### config.mk
export PLATFORM = sky130hd
export DESIGN_NAME = rgb_mixer_multi_flat
export DESIGN_NICKNAME = d
export VERILOG_FILES = /design/src/rtl/rgb_mixer_multi_if.sv /design/src/rtl/rgb_mixer_multi.sv /design/src/flat_wrapper.sv
export SDC_FILE = /design/constraint.sdc
export NUM_CORES = 1
export LEC_CHECK = 0
export ABC_AREA = 1
export CAP_MARGIN = 15
export CORE_AREA = 2 2 148 150
export CTS_BUF_LIST = sky130_fd_sc_hd__clkbuf_16
export CTS_CLUSTER_DIAMETER = 40
export CTS_CLUSTER_SIZE = 10
export DETAILED_ROUTE_END_ITERATION = 8
export DIE_AREA = 0 0 150 152
export GPL_TIMING_DRIVEN = 0
export PLACE_DENSITY = 0.58
export SKIP_LAST_GASP = 1
export SLEW_MARGIN = 15
export SYNTH_ARGS = -nofsm -noshare
export SYNTH_HDL_FRONTEND = slang
export SYNTH_SLANG_ARGS = --single-unit
### constraint.sdc
create_clock -name clk -period 2.5 [get_ports clk]
set_input_delay 0.5 -clock clk [delete_from_list [all_inputs] [get_ports clk]]
set_output_delay 0.5 -clock clk [all_outputs]
set_load 0.01 [all_outputs]
### src/rtl/rgb_mixer_multi_if.sv
// rgb_mixer_multi_if: encoder pins, host preload port and PWM/duty outputs of the mixer
interface rgb_mixer_multi_if #(
  parameter int CHANNELS = 3,
  parameter int WIDTH    = 8
);
  logic [CHANNELS-1:0]       enc_a;
  logic [CHANNELS-1:0]       enc_b;
  logic [CHANNELS-1:0]       wrap_en;
  logic                      load_en;
  logic [2:0]                load_ch;
  logic [WIDTH-1:0]          load_val;
  logic [CHANNELS*WIDTH-1:0] value_o;
  logic [CHANNELS-1:0]       pwm_o;
  logic                      period_start_o;
  modport master (
    output enc_a, enc_b, wrap_en, load_en, load_ch, load_val,
    input  value_o, pwm_o, period_start_o
  );
  modport slave (
    input  enc_a, enc_b, wrap_en, load_en, load_ch, load_val,
    output value_o, pwm_o, period_start_o
  );
endinterface

### src/rtl/rgb_mixer_multi.sv
// rgb_mixer_multi: per-channel debounced quadrature encoders driving duty registers and period-aligned PWM
module rgb_mixer_multi #(
  parameter int CHANNELS        = 3,
  parameter int WIDTH           = 8,
  parameter int DEBOUNCE_CYCLES = 16
) (
  input logic               clk,
  input logic               reset_n,
  rgb_mixer_multi_if.slave  bus
);
  localparam int CW = $clog2(DEBOUNCE_CYCLES + 1);
  localparam logic [CW-1:0] LAST = CW'(DEBOUNCE_CYCLES - 1);
  localparam logic [WIDTH-1:0] MAX = '1;
  logic [CHANNELS-1:0] a_m, a_s, b_m, b_s, a_db, b_db, a_db_d, up, dn, ld;
  logic [CW-1:0] cnt_a [CHANNELS];
  logic [CW-1:0] cnt_b [CHANNELS];
  logic [WIDTH-1:0] value [CHANNELS];
  logic [WIDTH-1:0] sh [CHANNELS];
  logic [WIDTH-1:0] sh_next [CHANNELS];
  logic [WIDTH-1:0] pc, pc_next;
  always_comb begin
    pc_next = pc + 1'b1;
    for (int k = 0; k < CHANNELS; k++) begin
      up[k] = a_db[k] & ~a_db_d[k] & ~b_db[k];
      dn[k] = a_db[k] & ~a_db_d[k] & b_db[k];
      ld[k] = bus.load_en && (bus.load_ch == 3'(k));
      sh_next[k] = (pc == MAX) ? value[k] : sh[k];
      bus.value_o[k*WIDTH +: WIDTH] = value[k];
    end
  end
  always_ff @(posedge clk) begin
    if (!reset_n) begin
      a_m    <= '0;
      a_s    <= '0;
      b_m    <= '0;
      b_s    <= '0;
      a_db   <= '0;
      b_db   <= '0;
      a_db_d <= '0;
      for (int k = 0; k < CHANNELS; k++) begin
        cnt_a[k] <= '0;
        cnt_b[k] <= '0;
        value[k] <= '0;
      end
    end else begin
      a_m    <= bus.enc_a;
      a_s    <= a_m;
      b_m    <= bus.enc_b;
      b_s    <= b_m;
      a_db_d <= a_db;
      for (int k = 0; k < CHANNELS; k++) begin
        cnt_a[k] <= (a_s[k] == a_db[k] || cnt_a[k] == LAST) ? '0 : cnt_a[k] + 1'b1;
        cnt_b[k] <= (b_s[k] == b_db[k] || cnt_b[k] == LAST) ? '0 : cnt_b[k] + 1'b1;
        if (a_s[k] != a_db[k] && cnt_a[k] == LAST) a_db[k] <= a_s[k];
        if (b_s[k] != b_db[k] && cnt_b[k] == LAST) b_db[k] <= b_s[k];
        // a host preload wins over an encoder step landing in the same cycle
        if (ld[k]) value[k] <= bus.load_val;
        else if (up[k]) value[k] <= (value[k] == MAX) ? (bus.wrap_en[k] ? '0 : MAX) : value[k] + 1'b1;
        else if (dn[k]) value[k] <= (value[k] == '0) ? (bus.wrap_en[k] ? MAX : '0) : value[k] - 1'b1;
      end
    end
  end
  always_ff @(posedge clk) begin
    if (!reset_n) begin
      pc                 <= '0;
      bus.pwm_o          <= '0;
      bus.period_start_o <= 1'b0;
      for (int k = 0; k < CHANNELS; k++) sh[k] <= '0;
    end else begin
      pc                 <= pc_next;
      bus.period_start_o <= (pc_next == '0);
      for (int k = 0; k < CHANNELS; k++) begin
        sh[k]        <= sh_next[k];
        bus.pwm_o[k] <= (pc_next < sh_next[k]);
      end
    end
  end
endmodule

### src/flat_wrapper.sv
// flat-port wrapper written by rule: the top's interface ports become plain ports
module rgb_mixer_multi_flat 
#(
  parameter int CHANNELS        = 3,
  parameter int WIDTH           = 8,
  parameter int DEBOUNCE_CYCLES = 16
)
  (clk, reset_n, bus_enc_a, bus_enc_b, bus_wrap_en, bus_load_en, bus_load_ch, bus_load_val, bus_value_o, bus_pwm_o, bus_period_start_o);
  rgb_mixer_multi_if #(.CHANNELS(CHANNELS), .WIDTH(WIDTH)) bus_i ();
  input logic clk;
  input logic reset_n;
  input wire logic [$bits(bus_i.enc_a)-1:0] bus_enc_a;
  input wire logic [$bits(bus_i.enc_b)-1:0] bus_enc_b;
  input wire logic [$bits(bus_i.wrap_en)-1:0] bus_wrap_en;
  input wire logic [$bits(bus_i.load_en)-1:0] bus_load_en;
  input wire logic [$bits(bus_i.load_ch)-1:0] bus_load_ch;
  input wire logic [$bits(bus_i.load_val)-1:0] bus_load_val;
  output wire logic [$bits(bus_i.value_o)-1:0] bus_value_o;
  output wire logic [$bits(bus_i.pwm_o)-1:0] bus_pwm_o;
  output wire logic [$bits(bus_i.period_start_o)-1:0] bus_period_start_o;
  assign bus_i.enc_a = bus_enc_a;
  assign bus_i.enc_b = bus_enc_b;
  assign bus_i.wrap_en = bus_wrap_en;
  assign bus_i.load_en = bus_load_en;
  assign bus_i.load_ch = bus_load_ch;
  assign bus_i.load_val = bus_load_val;
  assign bus_value_o = bus_i.value_o;
  assign bus_pwm_o = bus_i.pwm_o;
  assign bus_period_start_o = bus_i.period_start_o;
  rgb_mixer_multi #(.CHANNELS(CHANNELS), .WIDTH(WIDTH), .DEBOUNCE_CYCLES(DEBOUNCE_CYCLES)) u_core (.clk(clk), .reset_n(reset_n), .bus(bus_i));
endmodule
Word-level counts from Yosys, hierarchy flattened
Memories as Yosys holds them, arrays and structs flattened.
Index checks and enable logic that the tools add are counted.

storage, ports and cells
  register bits after elaboration = 33
  memory bits (writable) = 78
  input port bits = 23
  word-level logic and storage cells = 188
  memories kept = 4

operators by class
  $add $sub $neg = 13
  magnitude comparators = 3
  eq/ne operators = 24
  mux-type cells = 77
  bitwise logic cells = 33
  reduce and logical (&&, ||, !) cells = 20

memory list
  memory        depth  bits a word  read ports  clocked after memory_dff  write ports  line                   text
  u_core.sh     3      8            3           0                         3            rgb_mixer_multi.sv:18  logic [WIDTH-1:0] sh [CHANNELS];
  u_core.value  3      8            3           0                         3            rgb_mixer_multi.sv:17  logic [WIDTH-1:0] value [CHANNELS];
  u_core.cnt_a  3      5            3           0                         3            rgb_mixer_multi.sv:15  logic [CW-1:0] cnt_a [CHANNELS];
  u_core.cnt_b  3      5            3           0                         3            rgb_mixer_multi.sv:16  logic [CW-1:0] cnt_b [CHANNELS];

operators by type and width
  kind                 count
  $mux 8               27
  $mux 5               12
  $mux 1               38
  $add 8x1->8 const B  4
  $eq 8x8->1 const B   4
  $logic_not 8->1      4
  $add 5x1->5 const B  6
  $eq 5x4->1 const B   6
  $lt 8x8->1           3
  $sub 8x1->8 const B  3
  $or 1x1->1           18
  $and 1x1->1          9
  $logic_and 1x1->1    9
  $eq 1x1->1           6
  $logic_or 1x1->1     6
  $ne 1x1->1           6
  $not 1->1            6
  $eq 3x1->1 const B   1
  $eq 3x2->1 const B   1
  $logic_not 3->1      1

Depth between registers and ports, before layout
Gate-level depths: netlist (run 1).

  depth after elaboration = 9
  gate-level depth with buffers = 13
  mapped depth without buffers = 12

Worst setup path after synthesis (run 1)
OpenSTA, ideal clock, no wires.

  kind = register -> register
  from = reg u_core.pc[0]
  to = reg u_core.bus.pwm_o[2]
  setup time = 70 ps
  arrival time = 1887 ps
  slack = 543 ps
  cell stages (with the launch flop) = 11
  cell sequence = dfxtp_1 > ha_1 > nand2_1 > nor2_2 > nand2_2 > buf_2 > a21oi_1 > ha_1 > a21oi_1 > o211ai_1 > a21oi_1

between the ends
  cells in the longest elaborated chain, start to end = 3

ends and longest elaborated chain
  what                                                                 line                      text
  start: declaration                                                   rgb_mixer_multi.sv:20     logic [WIDTH-1:0] pc, pc_next;
  start signal: assignment                                             rgb_mixer_multi.sv:70     pc <= pc_next;
  parallel branches: the longest is 2 deep, another holds $add 8x1->8  -
  $lt 8x8->1 *                                                         rgb_mixer_multi.sv:74     bus.pwm_o[k] <= (pc_next < sh_next[k]);
  end signal: indexed assignment                                       rgb_mixer_multi.sv:74
  end: declaration                                                     rgb_mixer_multi_if.sv:21  output value_o, pwm_o, period_start_o

Every way passes the cells marked *.
A chain may end at the register's enable or synchronous reset.

Worst setup path in the final report (run 1)
  from = reg u_core.pc[0]
  to = reg u_core.bus.pwm_o[1]

The elaborated chain is that of the path after synthesis.

==> flow_summary.json, run 1 <==
{
  "status": "finished clean",
  "power.density_nw_per_um2": 525,
  "crit_slowest_cell": "dfxtp_2",
  "first_global_vias": 4830,
  "grt_setup_unrepaired": "false",
  "cts.sinks": 111,
  "met1_usage_pct": 18.0,
  "boundaryPins": 51,
  "drtIter0Drc": 268,
  "r2r_slack_ns": 0.20,
  "drc": 0,
  "wl_per_cell_um": 12.7,
  "critPathMaxFanout": 10,
  "yosys.cell_types.count": 38,
  "worstPathRequired_ns": 2.77,
  "ctsResizeCount": 0,
  "timing.setup.tns_ns": 0,
  "vias": 5259,
  "avgSynthCellArea_um2": 7.57,
  "maxCapViolCount": 0,
  "grt_pass1_wl_um": 24300,
  "numPortBuffers": 49,
  "die_w_um": 150,
  "holdWs_ns": 0.417,
  "htreeDepth": 3,
  "die_area_um2": 22800,
  "avgViaCountPerCell": 4.49,
  "max_stage_delay_ns": 0.39,
  "yosys_warnings": 0,
  "crit_chain": "ha_1, nand2_1, nor2_4, nand2_2, buf_2, nor2_1, a21oi_2, ha_1, a21oi_1, o211ai_1, a21oi_1",
  "areaGrowthSynthToFinish_pct": 18.5,
  "ant_nets": 0,
  "grt-ovfl-total": 0,
  "cts_hold_buffers": 0,
  "worstRegToRegCells": 11,
  "stdcell_count": 1172,
  "core-area_um2": 21400,
  "ys_seq_elements": 111,
  "utilization_pct": 34.8,
  "gp_congestion": 0.851,
  "synth_nets": 893,
  "grt_use_met2_pct": 21.9,
  "met3_usage_pct": 3.36,
  "syn_inst": 827,
  "critPathKind": "reg2reg",
  "cts.path.max_buffers": 2,
  "hp-start": "u_core.b_m[1]$_SDFF_PN0_",
  "worstMarginPinSlew_ns": 0.543,
  "cts_root_buf": "clkbuf_16",
  "cts_tree": "done",
  "rr_startpoint": "u_core.pc[0]$_SDFF_PN0_",
  "path_clk_slew_ns": 0.08,
  "post_cts_buffers": 0,
  "r2r_end": "u_core.bus.pwm_o[1]$_SDFF_PN0_",
  "dp.cells": 1156,
  "antenna_cells": 0,
  "hold_depth": 2,
  "cts_buffers": 9,
  "worst-path-buf-inv": 1,
  "insertion_delay_ns": 0.37,
  "drive_above_1_share_pct": 11.5,
  "grt_max_degree": 22,
  "grt_busiest_layer": "met2",
  "setup_viol": 0,
  "holdCritPathClass": "reg2reg",
  "rows": 54,
  "layout_min_cycle_time_ns": 2.30,
  "dr.pass1.iters": 5,
  "p_leak_nw": 3.20,
  "post-route-period-util_pct": 91.8,
  "initial_core_util_pct": 29.3,
  "final_common_cell": "nand2_1",
  "slew_headroom_pct": 63.8,
  "final-hold-violation-count": 0,
  "cp-start-kind": "register",
  "wl_um": 14900,
  "synth_area_um2": 6260,
  "grt_antenna_before_repair": 0,
  "whs_endpoint": "u_core.b_s[1]$_SDFF_PN0_",
  "synth-seq-area-share_pct": 39.3,
  "peakVddDrop_v": 0.000334,
  "multi_input_area_um2": 3280,
  "critPathArrivalTime_ns": 2.57,
  "total_power_mw": 3.90,
  "n_fill_cell": 2301,
  "nNetsFinal": 953,
  "dieHeight_um": 152,
  "fmax_ghz": 0.436,
  "regArea_um2": 2460,
  "final_cell_mix": "151 x nand2_1, 120 x nor2_1, 92 x inv_1, 86 x dfxtp_1, 66 x a21oi_1",
  "slew_viol_final": 0,
  "fin_worst_skew_ns": 0.00874,
  "dp_hpwl_um": 11700,
  "critPathTopFamily": "simple AND/OR/NAND/NOR gates",
  "cp-end-kind": "register",
  "grt.total_usage_pct": 13.5
}
## through the flow
step	setup slack [ns]	area (µm²)
floorplan	0.543	6260
global placement	-0.0265	7100
detailed placement	-0.0323	7100
CTS	0.0352	7410
global route	0.0160	7420
finish	0.204	7420
## layer usage
layer / up-vias / part of all wire [%]
met2: 79 / 47
met4: 0 / 1.1
li1: 2790 / -
met1: 2381 / 48
met5: - / 0
met3: 9 / 3.6
## worst reg2reg max path: cells and delay by family (launching register included)
family          cells  cell delay [ns]
fa+ha+maj           2             0.47
simple gates        4             0.60
flops               1             0.39
buf+inv             1             0.23
compound gates      4             0.53
## cells by family (layout without fill, tap and decap cells)
| group | after synthesis | in the layout | synth area share [%] |
|---|---|---|---|
| simple gates | 396 | 396 | 29.6 |
| buf+inv | 130 | 195 | 8.45 |
| compound gates | 124 | 124 | 10.8 |
| flops | 111 | 111 | 39.3 |
| fa+ha+maj | 43 | 43 | 8.59 |
| xor+xnor | 23 | 23 | 3.22 |
## registers in the layout, summed over array words and instances, names as in the netlist
name                       cells
u_core.a_db                    3
u_core.b_db                    3
u_core.a_s                     3
u_core.sh                     24
u_core.pc                      8
u_core.a_db_d                  3
u_core.cnt_b                  15
u_core.b_s                     3
u_core.cnt_a                  15
u_core.value                  24
u_core.bus.period_start_o      1
u_core.bus.pwm_o               3
u_core.a_m                     3
u_core.b_m                     3
## Yosys cell counts (all sizes together)
master | count | area (µm²)
xor2 | 19 | 166
clkinv | 1 | 3.75
nor3b | 7 | 57.6
o21ai | 36 | 188
edfxtp | 24 | 721
dfxtp | 87 | 1740
clkbuf | 4 | 25.0
o21bai | 6 | 45.0
nor3 | 18 | 121
nand3b | 1 | 20.0
inv | 112 | 423
nand3 | 58 | 310
nand2 | 166 | 671
buf | 13 | 77.6
xnor2 | 4 | 35.0
nor2 | 142 | 633
a211oi | 1 | 7.51
o211ai | 13 | 97.6
ha | 43 | 538
a21oi | 68 | 340
nand4 | 4 | 40.0
## area by class of cell
cell class / count / area share (%)
tap: 280 / 4.72
clock inverter: 7 / 1.05
multi-input combinational: 586 / 44.2
sequential: 111 / 33.2
buffer: 17 / 1.38
timing repair buffer: 49 / 6.61
inverter: 113 / 5.75
clock buffer: 9 / 3.04
## power by group
part	internal, mW	total, mW	switching, mW
Combinational	0.205	0.478	0.274
Clock	0.713	1.47	0.762
Sequential	1.88	1.94	0.0605
## how the worst max path moves through the flow
stage	startpoint	end	cells after the start
floorplan	u_core.pc[0]$_SDFF_PN0_	u_core.bus.pwm_o[2]$_SDFF_PN0_	10
global placement	bus_load_en	u_core.value[2][7]$_DFFE_PP_	7
detailed placement	bus_load_en	u_core.value[2][5]$_DFFE_PP_	7
CTS	u_core.pc[0]$_SDFF_PN0_	u_core.bus.pwm_o[1]$_SDFF_PN0_	10
global route	u_core.pc[0]$_SDFF_PN0_	u_core.bus.pwm_o[1]$_SDFF_PN0_	11
finish	u_core.pc[0]$_SDFF_PN0_	u_core.bus.pwm_o[1]$_SDFF_PN0_	11
No activity file was read; power rests on OpenSTA's default activity.
==> inputs of run 2 (changes only) <==
==> constraint.sdc (replaced) <==
create_clock -name clk -period 2.5 [get_ports clk]
set_input_delay 0.5 -clock clk [delete_from_list [all_inputs] [get_ports clk]]
set_output_delay 0.5 -clock clk [all_outputs]
set_load 0.02 [all_outputs]
==> results of run 2 <==
Same layout as run 1 (identical final DEF). Status: finished clean.
Main changes from that run: total power 3.90 mW -> 3.93 mW
==> inputs of run 3 (changes only) <==
--- a/config.mk
+++ b/config.mk
@@ -5,14 +5,13 @@
 export SDC_FILE = /design/constraint.sdc
 export NUM_CORES = 1
 export LEC_CHECK = 0
-export ABC_AREA = 1
 export CAP_MARGIN = 15
-export CORE_AREA = 2 2 148 150
+export CORE_AREA = 2 2 147 149
 export CTS_BUF_LIST = sky130_fd_sc_hd__clkbuf_16
 export CTS_CLUSTER_DIAMETER = 40
 export CTS_CLUSTER_SIZE = 10
 export DETAILED_ROUTE_END_ITERATION = 8
-export DIE_AREA = 0 0 150 152
+export DIE_AREA = 0 0 149 151
 export GPL_TIMING_DRIVEN = 0
 export PLACE_DENSITY = 0.58
 export SKIP_LAST_GASP = 1
==> run 3 against run 2 <==
Against the previous run:
- fmax fell by 5.1%
- clock power fell by 6%
- final cell count fell by 14%
- cell area rose by 1.3%
- clock-buffer cell count rose by 1
- largest cell class unchanged
- power fell by 3.4%
- via count fell by 5.5%
- sequential share of layout area fell by 0.33 points
==> flow_summary.json, run 3 <==
{
  "grt_max_degree": 18,
  "drtIter0Drc": 243,
  "grt_setup_unrepaired": "true",
  "yosysTopAreaCellShare_pct": 28.4,
  "wl_per_cell_um": 14.9,
  "crit_slowest_cell": "dfxtp_4",
  "cp-start-kind": "register",
  "utilization_pct": 36.1,
  "wl_um": 15000,
  "yosys.area.top_type": "dfxtp_1",
  "yosys_warnings": 0,
  "setup_viol": 0,
  "worstPathRequired_ns": 2.80,
  "top_regs": "u_core.sh (24), u_core.value (24)",
  "ys_seq_elements": 111,
  "layout_min_cycle_time_ns": 2.42,
  "synth-edff-count": 24,
  "cts.sinks": 111,
  "ant_nets": 0,
  "max_stage_delay_ns": 0.39,
  "core-area_um2": 20800,
  "drive_above_1_share_pct": 13.3,
  "insertion_delay_ns": 0.36,
  "ys_top_cells_by_area": "dfxtp_1 28%, edfxtp_1 12%, ha_1 8.8%",
  "total_power_mw": 3.79,
  "synth-seq-area-share_pct": 40.1,
  "post-route-period-util_pct": 96.8,
  "yosys.cell_count.top_type": "dfxtp_1",
  "netlist_top_cells_count": "87 x dfxtp_1, 82 x nor2_1, 43 x ha_1, 39 x a21oi_1, 35 x nand2_1",
  "areaGrowthSynthToFinish_pct": 22.5,
  "cts.path.max_buffers": 2,
  "cts_root_buf": "clkbuf_16",
  "async_reset_ff_share_pct": 0,
  "cp-end-kind": "register",
  "grt-ovfl-total": 0,
  "critPathArrivalTime_ns": 2.72,
  "synth_nets": 721,
  "first_global_vias": 4767,
  "final-hold-violation-count": 0,
  "synth_area_um2": 6140,
  "gp_congestion": 0.824,
  "critPathKind": "reg2reg",
  "fin_worst_skew_ns": 0.00787,
  "hold_depth": 1,
  "status": "finished clean",
  "fmax_ghz": 0.413,
  "nNetsFinal": 792,
  "yosys.cell_types.count": 70,
  "worstRegToRegCells": 10,
  "path_clk_slew_ns": 0.07,
  "rows": 53,
  "ys.flop_type": "dfxtp_1",
  "crit_chain": "ha_4, nand3_4, nor2_4, buf_8, mux2i_2, ha_1, a21oi_1, nor2_1, a2111oi_2, o31a_1",
  "grt.total_usage_pct": 13.8,
  "dp_hpwl_um": 11000,
  "initial_core_util_pct": 29.5,
  "power.density_nw_per_um2": 505,
  "slew_headroom_pct": 57.6,
  "p_leak_nw": 2.88,
  "die_w_um": 149,
  "htreeDepth": 3,
  "cp_num_cells": 10,
  "avgViaCountPerCell": 4.95,
  "grt_pass1_wl_um": 24400,
  "die_area_um2": 22500,
  "peakVddDrop_v": 0.000322,
  "dieHeight_um": 151,
  "boundaryPins": 51,
  "critPathMaxFanout": 10,
  "grt_antenna_before_repair": 0,
  "holdCritPathClass": "reg2reg",
  "avgSynthCellArea_um2": 9.37,
  "cts_buffers": 9,
  "worst-path-buf-inv": 1,
  "antenna_cells": 0,
  "numPortBuffers": 49,
  "n_fill_cell": 2145,
  "slew_viol_final": 0,
  "worstMarginPinSlew_ns": 0.636,
  "final_cell_mix": "82 x nor2_1, 82 x dfxtp_1, 49 x clkdlybuf4s50_1, 41 x ha_1, 39 x a21oi_1",
  "drc": 0,
  "syn_inst": 655,
  "vias": 4970,
  "critPathTopFamily": "compound AO/OA/AOI/OAI gates",
  "dr.pass1.iters": 5,
  "maxCapViolCount": 0,
  "cts_tree": "done"
}
==> run 3: cell types whose count changed in the layout (fill, tap and decap cells not counted), sizes merged, moves of 28 or more <==
cell	delta
nand2	-131
nor2	-59
a21oi	-29
inv	-85
mux2i	+34
o21ai	-28
==> run 3: timing repair <==
item | in CTS | in global routing
hold buffers | 0 | 0
setup endpoints to repair | 3 | 12
pin swaps | 1 | 6
buffers inserted | 5 | 7
resized for setup | 12 | 23
==> run 3: per-layer routing <==
layer | GRT usage (%) | part of all wire [%] | up-vias
li1 | - | - | 2481
met1 | 18.4 | 47 | 2351
met2 | 22.0 | 46 | 119
met3 | 3.19 | 5.7 | 19
met4 | 4.62 | 1.8 | 0
met5 | 0 | 0 | -
==> run 3: kinds of logic after synthesis <==
family | Yosys count | synth area share [%]
multiplexers | 35 | 5.73
XOR/XNOR | 44 | 6.28
AND/OR/NAND/NOR | 256 | 22.7
flip-flops | 111 | 40.1
adder cells (fa/ha/maj) | 43 | 8.77
AO/OA/AOI/OAI | 107 | 12.0
buffers and inverters | 59 | 4.36
==> run 3: power breakdown <==
part	total, mW	internal (mW)	switching [mW]
clock network	1.38	0.730	0.655
registers	1.92	1.88	0.0445
logic	0.488	0.219	0.269
==> run 3: cell type report <==
| class | instances | area, µm² | area share [%] |
|---|---|---|---|
| multi-input combinational | 485 | 3550 | 47.2 |
| sequential | 111 | 2470 | 32.9 |
| timing repair buffer | 61 | 584 | 7.77 |
| tap | 275 | 344 | 4.58 |
| clock buffer | 10 | 250 | 3.33 |
| buffer | 30 | 181 | 2.41 |
| inverter | 28 | 105 | 1.40 |
| clock inverter | 5 | 32.5 | 0.433 |
==> run 3: worst paths after layout <==
kind,start,to,slack [ns]
min reg2reg,u_core.a_m[2]$_SDFF_PN0_,u_core.a_s[2]$_SDFF_PN0_,0.44
max reg2reg,u_core.pc[0]$_SDFF_PN0_,u_core.bus.pwm_o[2]$_SDFF_PN0_,0.08
min,u_core.a_m[2]$_SDFF_PN0_,u_core.a_s[2]$_SDFF_PN0_,0.44
max,u_core.pc[0]$_SDFF_PN0_,u_core.bus.pwm_o[2]$_SDFF_PN0_,0.08
==> run 3: worst reg2reg max path, cell delays in order, from the launching register on <==
cell and delay (ns):
dfxtp_4 0.39, ha_4 0.17, nand3_4 0.10, nor2_4 0.22, buf_8 0.20, mux2i_2 0.28
ha_1 0.28, a21oi_1 0.16, nor2_1 0.06, a2111oi_2 0.32, o31a_1 0.19
==> run 3: stage by stage <==
stage | setup TNS [ns] | hold WS [ns] | setup WS (ns) | area, µm² | std cells
floorplan | 0 | 0.412 | 0.0526 | 6160 | 655
global placement | -1.38 | 0.417 | -0.278 | 6990 | 979
detailed placement | -1.43 | 0.421 | -0.328 | 6990 | 979
CTS | -0.00666 | 0.437 | -0.00666 | 7370 | 999
global route | -0.0609 | 0.457 | -0.0501 | 7520 | 1005
finish | 0 | 0.436 | 0.0812 | 7520 | 1005
